==> src/rtl/sw_cond_pkg.sv <==
// Shared defaults and sizing helpers for the slide-switch input conditioner.
package sw_cond_pkg;

  localparam int SW_NUM_DEFAULT        = 18;
  localparam int SW_TICK_DIV_DEFAULT   = 50000;
  localparam int SW_STABLE_CNT_DEFAULT = 8;

  function automatic int sw_cnt_width(input int stable);
    int w;
    w = $clog2(stable);
    return (w < 1) ? 1 : w;
  endfunction

endpackage

==> src/rtl/sw_debounce_bit.sv <==
// One switch line: debounced state, run counter and edge pulses.
module sw_debounce_bit
  import sw_cond_pkg::*;
#(
  parameter int STABLE_CNT = SW_STABLE_CNT_DEFAULT
) (
  input  logic clk_i,
  input  logic rst_ni,
  input  logic tick_i,
  input  logic sync_i,
  output logic state_o,
  output logic rise_o,
  output logic fall_o,
  output logic pend_o
);

  localparam int CW = sw_cnt_width(STABLE_CNT);
  localparam logic [CW-1:0] CNT_LAST = CW'(STABLE_CNT - 1);

  logic [CW-1:0] cnt_q, cnt_d;
  logic          state_q, state_d;
  logic          rise_q, rise_d;
  logic          fall_q, fall_d;

  always_comb begin
    cnt_d   = cnt_q;
    state_d = state_q;
    rise_d  = 1'b0;
    fall_d  = 1'b0;
    if (tick_i) begin
      if (sync_i == state_q) begin
        cnt_d = '0;
      end else if (cnt_q == CNT_LAST) begin
        // disagreement held long enough: commit and pulse
        state_d = sync_i;
        cnt_d   = '0;
        rise_d  = sync_i;
        fall_d  = ~sync_i;
      end else begin
        cnt_d = cnt_q + 1'b1;
      end
    end
  end

  always_ff @(posedge clk_i or negedge rst_ni) begin
    if (!rst_ni) begin
      cnt_q   <= '0;
      state_q <= 1'b0;
      rise_q  <= 1'b0;
      fall_q  <= 1'b0;
    end else begin
      cnt_q   <= cnt_d;
      state_q <= state_d;
      rise_q  <= rise_d;
      fall_q  <= fall_d;
    end
  end

  assign state_o = state_q;
  assign rise_o  = rise_q;
  assign fall_o  = fall_q;
  assign pend_o  = |cnt_q;

endmodule

==> src/rtl/sw_input_cond.sv <==
// Slide-switch conditioner: 2-flop sync, shared tick, per-bit debounce,
// zero-extended switch word and edge pulses for the core's input port.
module sw_input_cond
  import sw_cond_pkg::*;
#(
  parameter int NUM_SW     = SW_NUM_DEFAULT,
  parameter int TICK_DIV   = SW_TICK_DIV_DEFAULT,
  parameter int STABLE_CNT = SW_STABLE_CNT_DEFAULT
) (
  input  logic              clk_i,
  input  logic              rst_ni,
  input  logic [NUM_SW-1:0] sw_raw_i,
  output logic [31:0]       io_sw_o,
  output logic [NUM_SW-1:0] sw_rise_o,
  output logic [NUM_SW-1:0] sw_fall_o,
  output logic              sw_changed_o,
  output logic              busy_o
);

  localparam int TW = (TICK_DIV <= 1) ? 1 : $clog2(TICK_DIV);
  localparam logic [TW-1:0] TICK_LAST = TW'(TICK_DIV - 1);

  logic [NUM_SW-1:0] sync1_q, sync1_d;
  logic [NUM_SW-1:0] sync2_q, sync2_d;
  logic [TW-1:0]     tcnt_q, tcnt_d;
  logic              busy_q, busy_d;
  logic              tick;
  logic [NUM_SW-1:0] state;
  logic [NUM_SW-1:0] pend;

  assign tick = (tcnt_q == TICK_LAST);

  always_comb begin
    sync1_d = sw_raw_i;
    sync2_d = sync1_q;
    tcnt_d  = tick ? '0 : tcnt_q + 1'b1;
    busy_d  = |pend;
  end

  always_ff @(posedge clk_i or negedge rst_ni) begin
    if (!rst_ni) begin
      sync1_q <= '0;
      sync2_q <= '0;
      tcnt_q  <= '0;
      busy_q  <= 1'b0;
    end else begin
      sync1_q <= sync1_d;
      sync2_q <= sync2_d;
      tcnt_q  <= tcnt_d;
      busy_q  <= busy_d;
    end
  end

  for (genvar i = 0; i < NUM_SW; i++) begin : g_bit
    sw_debounce_bit #(
      .STABLE_CNT(STABLE_CNT)
    ) u_bit (
      .clk_i  (clk_i),
      .rst_ni (rst_ni),
      .tick_i (tick),
      .sync_i (sync2_q[i]),
      .state_o(state[i]),
      .rise_o (sw_rise_o[i]),
      .fall_o (sw_fall_o[i]),
      .pend_o (pend[i])
    );
  end

  always_comb begin
    io_sw_o             = '0;
    io_sw_o[NUM_SW-1:0] = state;
  end

  assign sw_changed_o = |(sw_rise_o | sw_fall_o);
  assign busy_o       = busy_q;

endmodule

==> config.mk <==
export PLATFORM = sky130hd
export DESIGN_NAME = sw_input_cond
export DESIGN_NICKNAME = d
export VERILOG_FILES = /design/src/rtl/sw_cond_pkg.sv /design/src/rtl/sw_debounce_bit.sv /design/src/rtl/sw_input_cond.sv
export SDC_FILE = /design/constraint.sdc
export NUM_CORES = 1
export LEC_CHECK = 0
export CORE_MARGIN = 3
export CORE_UTILIZATION = 45
export CTS_BUF_LIST = sky130_fd_sc_hd__clkbuf_16
export CTS_CLUSTER_SIZE = 40
export DETAILED_ROUTE_END_ITERATION = 8
export PLACE_DENSITY = 0.7
export RECOVER_POWER = 25
export SETUP_SLACK_MARGIN = 0.1
export SYNTH_ARGS = -nofsm -noshare
export SYNTH_HDL_FRONTEND = slang
export SYNTH_HIERARCHICAL = 1
export SYNTH_SLANG_ARGS = --single-unit
==> constraint.sdc <==
create_clock -name clk_i -period 5.05 [get_ports clk_i]
set_input_delay 1.01 -clock clk_i [delete_from_list [all_inputs] [get_ports clk_i]]
set_output_delay 1.01 -clock clk_i [all_outputs]
set_load 0.01 [all_outputs]
Word level (Yosys, flattened, before mapping)
Cells that the tools add are included.
{"block": "op_classes", "addsub": 19, "multipliers": 0, "div_mod_pow": 0, "n_lt_le_gt_ge": 0, "n_eq_ne": 37, "n_shift": 0, "mux": 145, "n_bitwise": 37, "n_reduce_logical": 20}
{"operator": "1-bit two-way mux", "n": 108}
{"operator": "3-bit two-way mux", "n": 36}
{"operator": "3-bit by 1-bit adder with 3-bit output (second input constant)", "n": 18}
{"operator": "3-bit equality test (second input constant)", "n": 18}
{"operator": "3-bit AND reduction", "n": 18}
{"operator": "54-bit OR reduction", "n": 1}
{"operator": "1-bit inverter", "n": 36}
{"operator": "1-bit equality test", "n": 18}
{"operator": "18-bit OR", "n": 1}
{"operator": "18-bit OR reduction", "n": 1}
{"operator": "16-bit by 1-bit adder with 16-bit output (second input constant)", "n": 1}
{"operator": "16-bit equality test (second input constant)", "n": 1}
{"operator": "16-bit two-way mux", "n": 1}
{"block": "word_totals", "register_bits": 161, "latchBits": 0, "ramBits": 0, "mem_bits_ro": 0, "output_inout_bits": 70, "wordCells": 334, "n_memories": 0}

Depth between registers and ports, before layout
{"block": "depth", "depth_word": 4, "ltp_mapped": 6}

Hierarchy
Netlist, hierarchy kept.
{"module": "sw_debounce_bit", "instances": 18, "cells_per_inst": 24, "area_per_inst_um2": 276.5}
{"module": "sw_input_cond", "instances": 1, "cells_per_inst": 138, "area_per_inst_um2": 1903.1}

Least setup slack after synthesis
OpenSTA, ideal clock, no wires.
{"block": "synth_path", "kind": "register -> register", "from": "register tcnt_q[5]", "to": "register g_bit[0].u_bit.state_q", "arrival_ns": 4.670, "path_slack_ns": 0.255, "path_stages_with_launch": 5, "n_path_buf": 0, "period_less_slack_ns": 4.795, "cell_sequence": "dfrtp_1 -> or4b_4 -> nor4_4 -> nand2_1 -> mux2_2"}
{"block": "synth_via", "elab_chain_cells": 2}
{"element": "start, declared", "line": "sw_input_cond.sv:25", "rtl": "logic [TW-1:0] tcnt_q, tcnt_d;"}
{"element": "start signal, assigned", "line": "sw_input_cond.sv:49", "rtl": "tcnt_q <= tcnt_d;"}
{"element": "16-bit equality test", "line": "sw_input_cond.sv:31", "rtl": "assign tick = (tcnt_q == TICK_LAST);"}
{"element": "net tick", "line": "sw_input_cond.sv:27", "rtl": "logic tick;"}
{"element": "3-bit AND reduction (no line)"}
{"element": "end signal, assigned", "line": "sw_debounce_bit.sv:53", "rtl": "state_q <= state_d;"}
{"element": "end, declared", "line": "sw_debounce_bit.sv:21", "rtl": "logic state_q, state_d;"}
The timed path passes the listed nets, and every way through them passes these cells.
A chain may end at the register's enable or synchronous reset.

==> run metrics <==
peak supply drop approximately 0.00024 V; Synth area leaders dfrtp_1 59%, ha_1 10%, o22ai_1 4.9%; failing checks capacitance limit, slew limit; Die X between 100 and 150 microns; wire per inst about 15 microns; commonest non-fill, non-tap cell in the layout dfrtp_1; area share of the leading cell type in the synthesized netlist 0.586; flip-flop and latch count after synthesis about 160; WP data required between 4000 and 5000 ps; register area share after synthesis 0.586; reg-to-reg endpoint g_bit[15].u_bit/rise_o$_DFF_PN0_; element type at the critical path start input port; RSZ-0062 raised after global routing false; largest area contributor in the netlist dfrtp_1; placed cells roughly 830; CP endpoint kind asynchronous set/reset pin; Crit path arrival time around 3200 ps; status finished with violations; Min-Delay Endpoint sync2_q[2]$_DFF_PN0_; share of cells above drive strength 1 0.0766; area grow syn2layout 22.4%; Distinct cells, synth 28; CP Class in2async; post-CTS sizing 0; row count 44; CP Cell Sequence clkbuf_2; GRT Resource Usage Total 0.162; Core Area about 15000 sq um; GRT busiest layer met2; H-tree depth 4; DR vias about 4500; Tmin final ~3300 ps; die height around 130 microns; Root Buffer clkbuf_16; met2 global-route usage 0.257; drt total wl 12.8 mm; die area 16800 sq um; yosys warns 6; hold wc startpoint sync1_q[2]$_DFF_PN0_; router iterations before antenna repair 5; relative slew slack -1.01; global-route track usage on met1 0.209; Worst-path clk slew ~60 ps; Pins Over Slew Limit between 100 and 150; Initial Utilization 0.466; vias per std cell just over 5; CP max stage delay around 2100 ps; Overall Power between 2 and 3 mW; setup TNS 0 ps; Finished Layout Cells about 860; CTS Hold Bufs 0; Peak Freq around 300 MHz; Worst Reg-to-Reg Cells 6; CTS tree yes; synthesized area between 6000 and 7000 sq um; port bufs between 70 and 80; first-pass GRT wire length between 20 and 25 mm; fraction of registers with async set/reset 1.00; worst hold path type reg2reg; worst-skew pair later-pin latency between 400 and 500 ps; setup violators final 0; Num CTS Buffers 17; dpl hpwl just under 9 mm; reg-to-reg critical path startpoint tcnt_q[0]$_DFF_PN0_; IO Pins 90; largest net degree at the start of global routing approximately 130; final hold violations 0; Cell Pwr Density ~320 nW/um^2; Max Cap Viol 1; diode count 0; period utilisation layout 0.659; grt ovf 0; CP top delay family buffers and inverters; slowest CP cell clkbuf_2; number of synthesized flops with an enable pin 0; vias in the first global route 4509; worst path bufs/invs 1; Synth Instances 570; antenna violations before repair 0; worst slew pin tran just over 3000 ps; reg-to-reg slack, setup between 2000 and 2500 ps; highest-count cells in the layout ignoring fill and taps 161 x dfrtp_1, 78 x nand2_1, 57 x inv_1, 56 x clkdlybuf4s50_1, 55 x ha_1; ys flop type dfrtp_1; average size of a mapped cell between 10 and 15 sq um; Global Route met3 Usage 0.0495; post-route ant nets 0; layout net count 741; clock tree buffer depth 2; First DRT Iteration DRCs between 200 and 250; critical path peak fanout roughly 130; # Post-CTS Setup Buffers 0; hold path depth 0; DRC Markers 0; CTS sink cnt around 160; Setup Skew ~11 ps; Placer Congestion approximately 0.72; leakage 3.98 nW
how the worst max path moves through the flow:
stage                                     from                                   end  slack, ps  cells past startpoint
6_report                                rst_ni  g_bit[12].u_bit/cnt_q[1]$_DFFE_PN0P_       1720                      1
2_1_floorplan              tcnt_q[5]$_DFF_PN0_    g_bit[0].u_bit/state_o$_DFFE_PN0P_        250                      4
3_5_place_dp   g_bit[1].u_bit/fall_o$_DFF_PN0_                          sw_changed_o       2130                      5
4_1_cts        g_bit[1].u_bit/fall_o$_DFF_PN0_                          sw_changed_o       1660                      5
3_3_place_gp   g_bit[1].u_bit/fall_o$_DFF_PN0_                          sw_changed_o       2110                      5
5_1_grt                                 rst_ni  g_bit[12].u_bit/cnt_q[1]$_DFFE_PN0P_       1090                      1
metrics by stage:
step           hold slack (ps)   util  setup slack, ps  area, sq um
2_1_floorplan              331      -              255         6930
3_3_place_gp               332  0.531             2110         7830
3_5_place_dp               335  0.531             2130         7830
4_1_cts                    350  0.571             1660         8430
5_1_grt                    353  0.571             1090         8420
6_report                   347  0.571             1720         8420
layer usage:
metal  routed length [microns]  up-vias
li1                          -     2158
met1                      5810     2178
met2                      6050      101
met3                       659       19
met4                       240        0
met5                         0        -
cell usage after synthesis, types with 2 or more instances:
library cell	number
dfrtp_1	161
nand2_1	78
ha_1	55
inv_1	54
o22ai_1	54
nor3b_1	36
xnor2_1	23
mux2_2	18
or3b_1	18
nor4_1	15
buf_4	14
nor2_1	10
nand4_1	8
xor2_1	7
nand3_1	4
or4_1	2
or4bb_1	2
layout make-up:
cell class              instances  area (sq um)
clock buffers                  17           425
clock inverters                15           175
fillers                      1219          6330
inverters                      54           203
multi-input cells             354          2590
flip-flops and latches        161          4030
well taps                     184           230
repair buffers                 78           768
logic make-up after synthesis:
kind of cell    after synthesis  share of synthesized area
simple gates                180                      0.149
flops                       161                      0.586
buf+inv                      68                     0.0447
compound gates               56                     0.0506
fa+ha+maj                    55                      0.100
xor+xnor                     30                     0.0382
mux                          19                     0.0309
other cells                   1                   0.000545
registers in the layout, summed over array words and instances (netlist names):
signal	cells
busy_o	1
g_bit.u_bit/rise_o	18
g_bit.u_bit/fall_o	18
sync1_q	18
g_bit.u_bit/state_o	18
tcnt_q	16
g_bit.u_bit/cnt_q	54
sync2_q	18
power breakdown:
group | internal, mW | leakage, nW | switching, mW
sequential | 1.31 | 2.15 | 0.0104
combinational | 0.0184 | 1.52 | 0.0369
clock | 0.815 | 0.305 | 0.484
total | 2.14 | 3.98 | 0.532
No activity file was read; power rests on OpenSTA's default activity.
